`src/rtl/vid_timing_gen.sv`:
```
// Video timing generator: pixel-clock divider, h/v scan counters and registered
// R/G/B scan-out from the pixel FIFO, with timing config shadowed per frame.
module vid_timing_gen #(
    parameter int CW = 13,
    parameter int PW = 6
) (
    input  logic          clk,
    input  logic          reset_n,
    input  logic          en,
    input  logic [PW-1:0] pcnt,
    input  logic [CW-1:0] hsize,
    input  logic [CW-1:0] hend,
    input  logic [CW-1:0] hsync_start,
    input  logic [CW-1:0] hsync_end,
    input  logic [CW-1:0] vsize,
    input  logic [CW-1:0] vend,
    input  logic [CW-1:0] vsync_start,
    input  logic [CW-1:0] vsync_end,
    input  logic [23:0]   fifo_data,
    input  logic          fifo_empty,
    output logic          fifo_rd,
    output logic          hsync,
    output logic          hblank,
    output logic          vsync,
    output logic          vblank,
    output logic [7:0]    R,
    output logic [7:0]    G,
    output logic [7:0]    B,
    output logic          frame_start,
    output logic          underflow
);
    typedef enum logic [1:0] {IDLE, PREFILL, RUN} state_t;

    state_t        state, state_nx;
    logic [CW-1:0] hc, vc;
    logic [PW-1:0] divcnt;
    logic [PW-1:0] pcnt_l;
    logic [CW-1:0] hsize_l, hend_l, hss_l, hse_l;
    logic [CW-1:0] vsize_l, vend_l, vss_l, vse_l;
    logic [23:0]   rgb;
    logic          tick, wrap, hblank_nx, vblank_nx, active;

    assign tick      = (state == RUN) && (divcnt == pcnt_l);
    assign wrap      = tick && (hc == hend_l) && (vc == vend_l);
    assign hblank_nx = hc >= hsize_l;
    assign vblank_nx = vc >= vsize_l;
    assign active    = ~hblank_nx & ~vblank_nx;
    assign fifo_rd   = tick & active & ~fifo_empty;
    assign {R, G, B} = rgb;

    always_ff @(posedge clk or negedge reset_n) begin
        if (!reset_n) state <= IDLE;
        else          state <= state_nx;
    end

    always_comb begin
        state_nx = state;
        case (state)
            IDLE:    if (en) state_nx = PREFILL;
            PREFILL: begin
                if (!en)             state_nx = IDLE;
                else if (!fifo_empty) state_nx = RUN;
            end
            RUN:     if (!en) state_nx = IDLE;
            default: state_nx = IDLE;
        endcase
    end

    // Shadow registers track the inputs while waiting for data, then only
    // reload on the frame wrap so a frame never mixes two configurations.
    always_ff @(posedge clk or negedge reset_n) begin
        if (!reset_n) begin
            pcnt_l  <= '0;
            hsize_l <= '0; hend_l <= '0; hss_l <= '0; hse_l <= '0;
            vsize_l <= '0; vend_l <= '0; vss_l <= '0; vse_l <= '0;
        end else if (state == PREFILL || wrap) begin
            pcnt_l  <= pcnt;
            hsize_l <= hsize; hend_l <= hend; hss_l <= hsync_start; hse_l <= hsync_end;
            vsize_l <= vsize; vend_l <= vend; vss_l <= vsync_start; vse_l <= vsync_end;
        end
    end

    always_ff @(posedge clk or negedge reset_n) begin
        if (!reset_n) begin
            hc <= '0; vc <= '0; divcnt <= '0;
            hsync <= 1'b0; hblank <= 1'b1; vsync <= 1'b0; vblank <= 1'b1;
            rgb <= '0; frame_start <= 1'b0; underflow <= 1'b0;
        end else begin
            frame_start <= 1'b0;
            if (state == RUN && en) begin
                divcnt <= tick ? '0 : divcnt + 1'b1;
                if (tick) begin
                    if (hc == hend_l) begin
                        hc <= '0;
                        vc <= (vc == vend_l) ? '0 : vc + 1'b1;
                    end else begin
                        hc <= hc + 1'b1;
                    end
                    hblank <= hblank_nx;
                    vblank <= vblank_nx;
                    hsync  <= (hc >= hss_l) && (hc < hse_l);
                    vsync  <= (vc >= vss_l) && (vc < vse_l);
                    if (active && !fifo_empty) rgb <= fifo_data;
                    else                       rgb <= '0;
                    if (active && fifo_empty)  underflow <= 1'b1;
                    frame_start <= wrap;
                end
            end else begin
                // Idle, prefill and the RUN->IDLE edge all present a blanked screen.
                hc <= '0; vc <= '0; divcnt <= '0;
                hsync <= 1'b0; hblank <= 1'b1; vsync <= 1'b0; vblank <= 1'b1;
                rgb <= '0;
                if (state == IDLE) underflow <= 1'b0;
            end
        end
    end
endmodule

```
`config.mk`:
```
export PLATFORM = sky130hd
export DESIGN_NAME = vid_timing_gen
export DESIGN_NICKNAME = d
export VERILOG_FILES = /design/src/rtl/vid_timing_gen.sv
export SDC_FILE = /design/constraint.sdc
export NUM_CORES = 1
export LEC_CHECK = 0
export ABC_AREA = 1
export CORE_MARGIN = 2
export CORE_UTILIZATION = 58
export DETAILED_ROUTE_END_ITERATION = 7
export PLACE_DENSITY_LB_ADDON = 0.1
export SLEW_MARGIN = 10
export SYNTH_ARGS = -nofsm -noshare
export SYNTH_HDL_FRONTEND = slang
export SYNTH_SLANG_ARGS = --single-unit
```
`constraint.sdc`:
```
create_clock -name clk -period 5.9 [get_ports clk]
set_input_delay 0.59 -clock clk [delete_from_list [all_inputs] [get_ports clk]]
set_output_delay 0.59 -clock clk [all_outputs]
set_load 0.03 [all_outputs]
```
# Word level (Yosys, flattened, before mapping)
# Cells that the tools add are included.
word_totals:
  regBits: 174
  latch_bits: 0
  mem_bits_rw: 0
  rom_bits: 0
  inputBits: 138
  output_inout_bits: 31
  wordCells: 92
  n_memories: 0
classes:
  addsub: 3
  n_mul: 0
  div: 0
  magnitude_cmp: 6
  n_eq_ne: 11
  shifts: 0
  n_mux: 31
  bitwise_logic: 6
  reduce_logical: 15
op_table:
  columns: ["operator", "count"]
  rows:
  - ["13-bit 2-to-1 mux", 7]
  - ["24-bit 2-to-1 mux", 3]
  - ["13-bit greater-or-equal comparator", 4]
  - ["13-bit by 1-bit adder with 13-bit output, second input constant", 2]
  - ["13-bit == test", 2]
  - ["13-bit less-than comparator", 2]
  - ["1-bit 2-to-1 mux", 14]
  - ["6-bit 2-to-1 mux", 2]
  - ["1-bit logical AND", 8]
  - ["2-bit 2-to-1 mux", 4]
  - ["2-bit != test, second input constant", 4]
  - ["6-bit by 1-bit adder with 6-bit output, second input constant", 1]
  - ["6-bit == test", 1]
  - ["2-bit one-hot mux with 3 select lines", 1]
  - ["3-bit AND reduction", 2]
  - ["1-bit bitwise AND", 3]
  - ["3-bit != test, second input constant", 1]
  - ["1-bit inverter", 3]
  - ["2-bit by 1-bit == test with 1-bit output, second input constant", 1]
  - ["2-bit == test, second input constant", 1]
  - ["2-bit logical NOT", 1]
  - ["2-bit by 1-bit != test with 1-bit output, second input constant", 1]
  - ["2-bit AND reduction", 1]
  - ["2-bit nonzero test", 1]
  - ["other kinds (2)", 2]

# Longest topological paths before layout
logic_depth:
  depth_word: 7
  mapped_depth: 14
  mapped_depth_nobuf: 14

# Worst setup path after synthesis
# OpenSTA, ideal clock, no wires.
synth_path:
  kind: "reg2out"
  start: "register hc[12]"
  end: "output fifo_rd"
  arrival_time_ps: 1844
  required_time_ps: 5310
  setup_slack_ps: 3466
  stages_incl_launch_ff: 9
  n_path_buf: 1
  path_cell_list: "dfrtp_1 > ha_1 > a21o_1 > nor2_1 > nand3_1 > nor2_1 > nand4_1 > clkbuf_1 > inv_1"
synth_via:
  elab_chain_cells: 5
synth_lines:
  columns: ["item", "line_no", "rtl"]
  rows:
  - ["start, declared", "35", "logic [CW-1:0] hc, vc;"]
  - ["start signal, assigned", "97", "hc <= hc + 1'b1;"]
  - ["13-bit greater-or-equal comparator", "45", "assign hblank_nx = hc >= hsize_l;"]
  - ["1-bit inverter", "47", "assign active = ~hblank_nx & ~vblank_nx;"]
  - ["1-bit bitwise AND", "47", null]
  - ["1-bit bitwise AND (2 in a row)", "48", "assign fifo_rd = tick & active & ~fifo_empty;"]
  - ["end, declared", "21", "output logic fifo_rd,"]
# Every way passes these cells.

# Final worst setup path
layout_path:
  start: "register vc[3]"
  end: "output fifo_rd"
layout_via:
  elab_chain_cells: 5
layout_lines:
  columns: ["item", "line_no", "rtl"]
  rows:
  - ["start, declared", "35", null]
  - ["start signal, assigned", "95", "vc <= (vc == vend_l) ? '0 : vc + 1'b1;"]
  - ["13-bit greater-or-equal comparator", "46", "assign vblank_nx = vc >= vsize_l;"]
  - ["1-bit inverter", "47", null]
  - ["1-bit bitwise AND", "47", null]
  - ["1-bit bitwise AND (2 in a row)", "48", null]
# Every way passes these cells.

==> impl_metrics.csv <==
group,metric,value,unit
setup_path,end_kind,"output port",
sta,finalSetupTns,0,ns
logic_synthesis,synth_fp_nets,1465,
sta,worstMarginPinSlew,1.25,ns
cts,clockBufferDepth,2,
route,drt_wl_total,24.9,mm
layout,layout-drive-gt1-share,3.43,%
logic_synthesis,syn-instance-count,1248,
layout,nFillCells,1295,
setup_path,critical_path_required,5.31,ns
logic_synthesis,yosysMostFrequentCell,"nand2_1",
layout,nets,1605,
setup_path,reg2reg_from,"vc[1]",
logic_synthesis,yosys-top-cells-area,"dfrtp_1, nand2_1, ha_1",
grt,grt_pass1_wl,41.6,mm
sta,period_needed,4.31,ns
floorplanning,ios,169,
logic_synthesis,synth-edff-count,0,
power,total_leakage_power,0.00618,µW
route,first_pass_iters,5,
route,remaining_drc_errors,0,
placement,dp_hpwl,17.3,mm
logic_synthesis,synth_top_area_share,43.4,%
route,via_per_inst,5.38,
hold_path,worstHoldPathType,"primary input to async pin",
cts,cts.clk_slew.worst_paths,0.07,ns
floorplanning,die_w,135,µm
cts,cts_resized,0,
route,routed.top_layer,"met4",
sta,hold_viol,0,
placement,io_buffers,168,
cts,clk_latency,0.43,ns
sta,rsz0062_at_grt,"false",
cts,h-tree-depth,4,
route,wl_met3,1.72,mm
setup_path,startpoint,"vc[3]",
logic_synthesis,synth_top_family_by_area,"simple AND/OR/NAND/NOR gates",
logic_synthesis,synth-seq-cells,174,
power,power_density,308,mW/mm²
layout,syn2layout_area_growth,22.8,%
route,vias,8723,
cts,cts_setup_buffers,0,
logic_synthesis,synth_top_area_cell,"dfrtp_1",
setup_path,critPathMaxFanout,25,
sta,post-route-period-util,73.0,%
run_status,status,"completed",
logic_synthesis,synthXorXnorAreaFrac,3.79,%
grt,grt_use_total,28.9,%
route,drt_iter0_markers,717,
grt,grt_pass1_vias,8421,
floorplanning,rows,47,
logic_synthesis,synth_simple_gate_area_share,28.7,%
cts,cts_hold_buf,0,
logic_synthesis,muxShareOfSynthArea,0,%
sta,max_freq,232,MHz
logic_synthesis,async_reset_ff_share,100,%
floorplanning,fp.dieH,135,µm
logic_synthesis,synth_fa_ha_area_share,9.96,%
grt,grt_max_degree,119,
logic_synthesis,syn_avg_cell_area,7.95,µm²
logic_synthesis,ys_warn_count,0,
route,met2_length,10.9,mm
grt,antenna_found_initial,0,
cts,tritoncts,"built",
power,ir_worst_vdd,227,µV
cts,cts_buffers,17,
job,max_cap_violations,0,
logic_synthesis,synth_common_cells,"nand2_1, dfrtp_1, nand3_1",
sta,worst_slew_margin_rel,16.5,%
logic_synthesis,seq_area_frac_synth,43.9,%
power,power,3750,µW
route,ant_nets,0,
sta,whs,0.317,ns
route,wl_met1,11.8,mm
floorplanning,die_area,0.0182,mm²
setup_path,criticalPathCategory,"flop to output port",
logic_synthesis,netlist_area,0.00992,mm²
placement,routabilityCongestion,0.903,
setup_path,cp-start-kind,"flop",
floorplanning,initial_utilization,59.6,%
cts,cts_sinks,174,
setup_path,arrival,3.72,ns
logic_synthesis,ys_types,31,
sta,setup_viol,0,
route,wl_per_cell,15.4,µm
setup_path,r2r_slack,2.20,ns
sta,skew,0.00927,ns
grt,overflow,0,
floorplanning,core_area,0.0166,mm²
cts,cts-root-buf,"clkbuf_16",
sta,maxSlewViolCount,0,
logic_synthesis,synth_compound_area_share,5.38,%
layout,n_antenna_cell,0,
logic_synthesis,ys.flop_type,"dfrtp_1",
## metrics by stage
step,cells,util [%],cell area [µm²],worst slack [ns]
final,1621,73.3,12200,1.59
after global routing,1621,73.3,12200,1.37
after CTS,1621,73.3,12200,1.62
after detailed placement,1589,69.7,11600,2.10
after global placement,1589,69.7,11600,2.12
after floorplan,1248,-,9920,3.47
## per-layer routing
layer	global-route usage, %	up-vias
li1	-	4287
met3	5.11	40
met4	9.59	0
met2	42.5	327
met5	0	-
met1	43.5	4069
## sequential cells by signal (all words and copies together) (netlist names), 2 cells and up
signal,cells
state,2
hss_l,13
vend_l,13
vss_l,13
hc,13
hend_l,13
rgb,24
hsize_l,13
vsize_l,13
vc,13
hse_l,13
divcnt,6
vse_l,13
pcnt_l,6
## layout make-up
cell class / instances / area (µm²) / share of cell area [%]
flip-flops and latches: 174 / 4360 / 35.7
clock inverters: 8 / 104 / 0.852
multi-input cells: 898 / 4780 / 39.2
repair buffers: 173 / 1720 / 14.1
clock buffers: 24 / 492 / 4.03
inverters: 124 / 465 / 3.82
well taps: 220 / 275 / 2.26
## logic make-up (layout without fill, tap and decap cells)
logic type,Yosys count,count (layout)
fa+ha+maj,79,79
simple gates,673,673
buf+inv,176,329
flops,174,174
xor+xnor,43,43
compound gates,103,103
## power by group
part	total [µW]	leakage, µW	internal (µW)	switching (µW)
sequential	1630	0.00224	1450	176
clock	1130	0.000291	671	463
combinational	989	0.00365	414	575
total	3750	0.00618	2530	1210
## worst max-delay path, cell delays in order, from the launching register on
cell and delay [ns]:
dfrtp_1 0.60, ha_1 0.33, nand2_1 0.10, inv_1 0.04, nand2_1 0.05, nand2_1 0.04
nor2_1 0.08, nor2_1 0.04, nor2_1 0.30, nand4_1 0.81, inv_1 0.20, clkdlybuf4s50_1 0.69
## cell usage in the layout (no fill, tap or decap), drive strengths merged
master | Yosys | layout
a21o | 2 | 2
a21oi | 42 | 42
a31oi | 1 | 1
buf | 32 | 6
bufinv | 0 | 2
clkbuf | 20 | 24
clkdlybuf4s50 | 0 | 167
clkinv | 0 | 3
clkinvlp | 0 | 1
dfrtp | 172 | 172
dfstp | 2 | 2
ha | 79 | 79
inv | 124 | 126
nand2 | 411 | 411
nand3 | 157 | 157
nand3b | 9 | 9
nand4 | 17 | 17
nor2 | 68 | 68
nor3 | 9 | 9
nor4 | 2 | 2
o211ai | 1 | 1
o21ai | 52 | 52
o21bai | 1 | 1
o221ai | 1 | 1
o22ai | 3 | 3
xnor2 | 17 | 17
xor2 | 26 | 26
## path summary, 6_finish.rpt
path                              end  cells after the start
setup / recovery              fifo_rd                     11
hold / removal               vss_l[1]                      1
setup reg to reg           hend_l[12]                     11
hold reg to reg               rgb[12]                      2
max in group asynchronous   hend_l[1]                      2
min in group clk              rgb[12]                      2
Note: power is estimated with default switching activity, not from simulation.
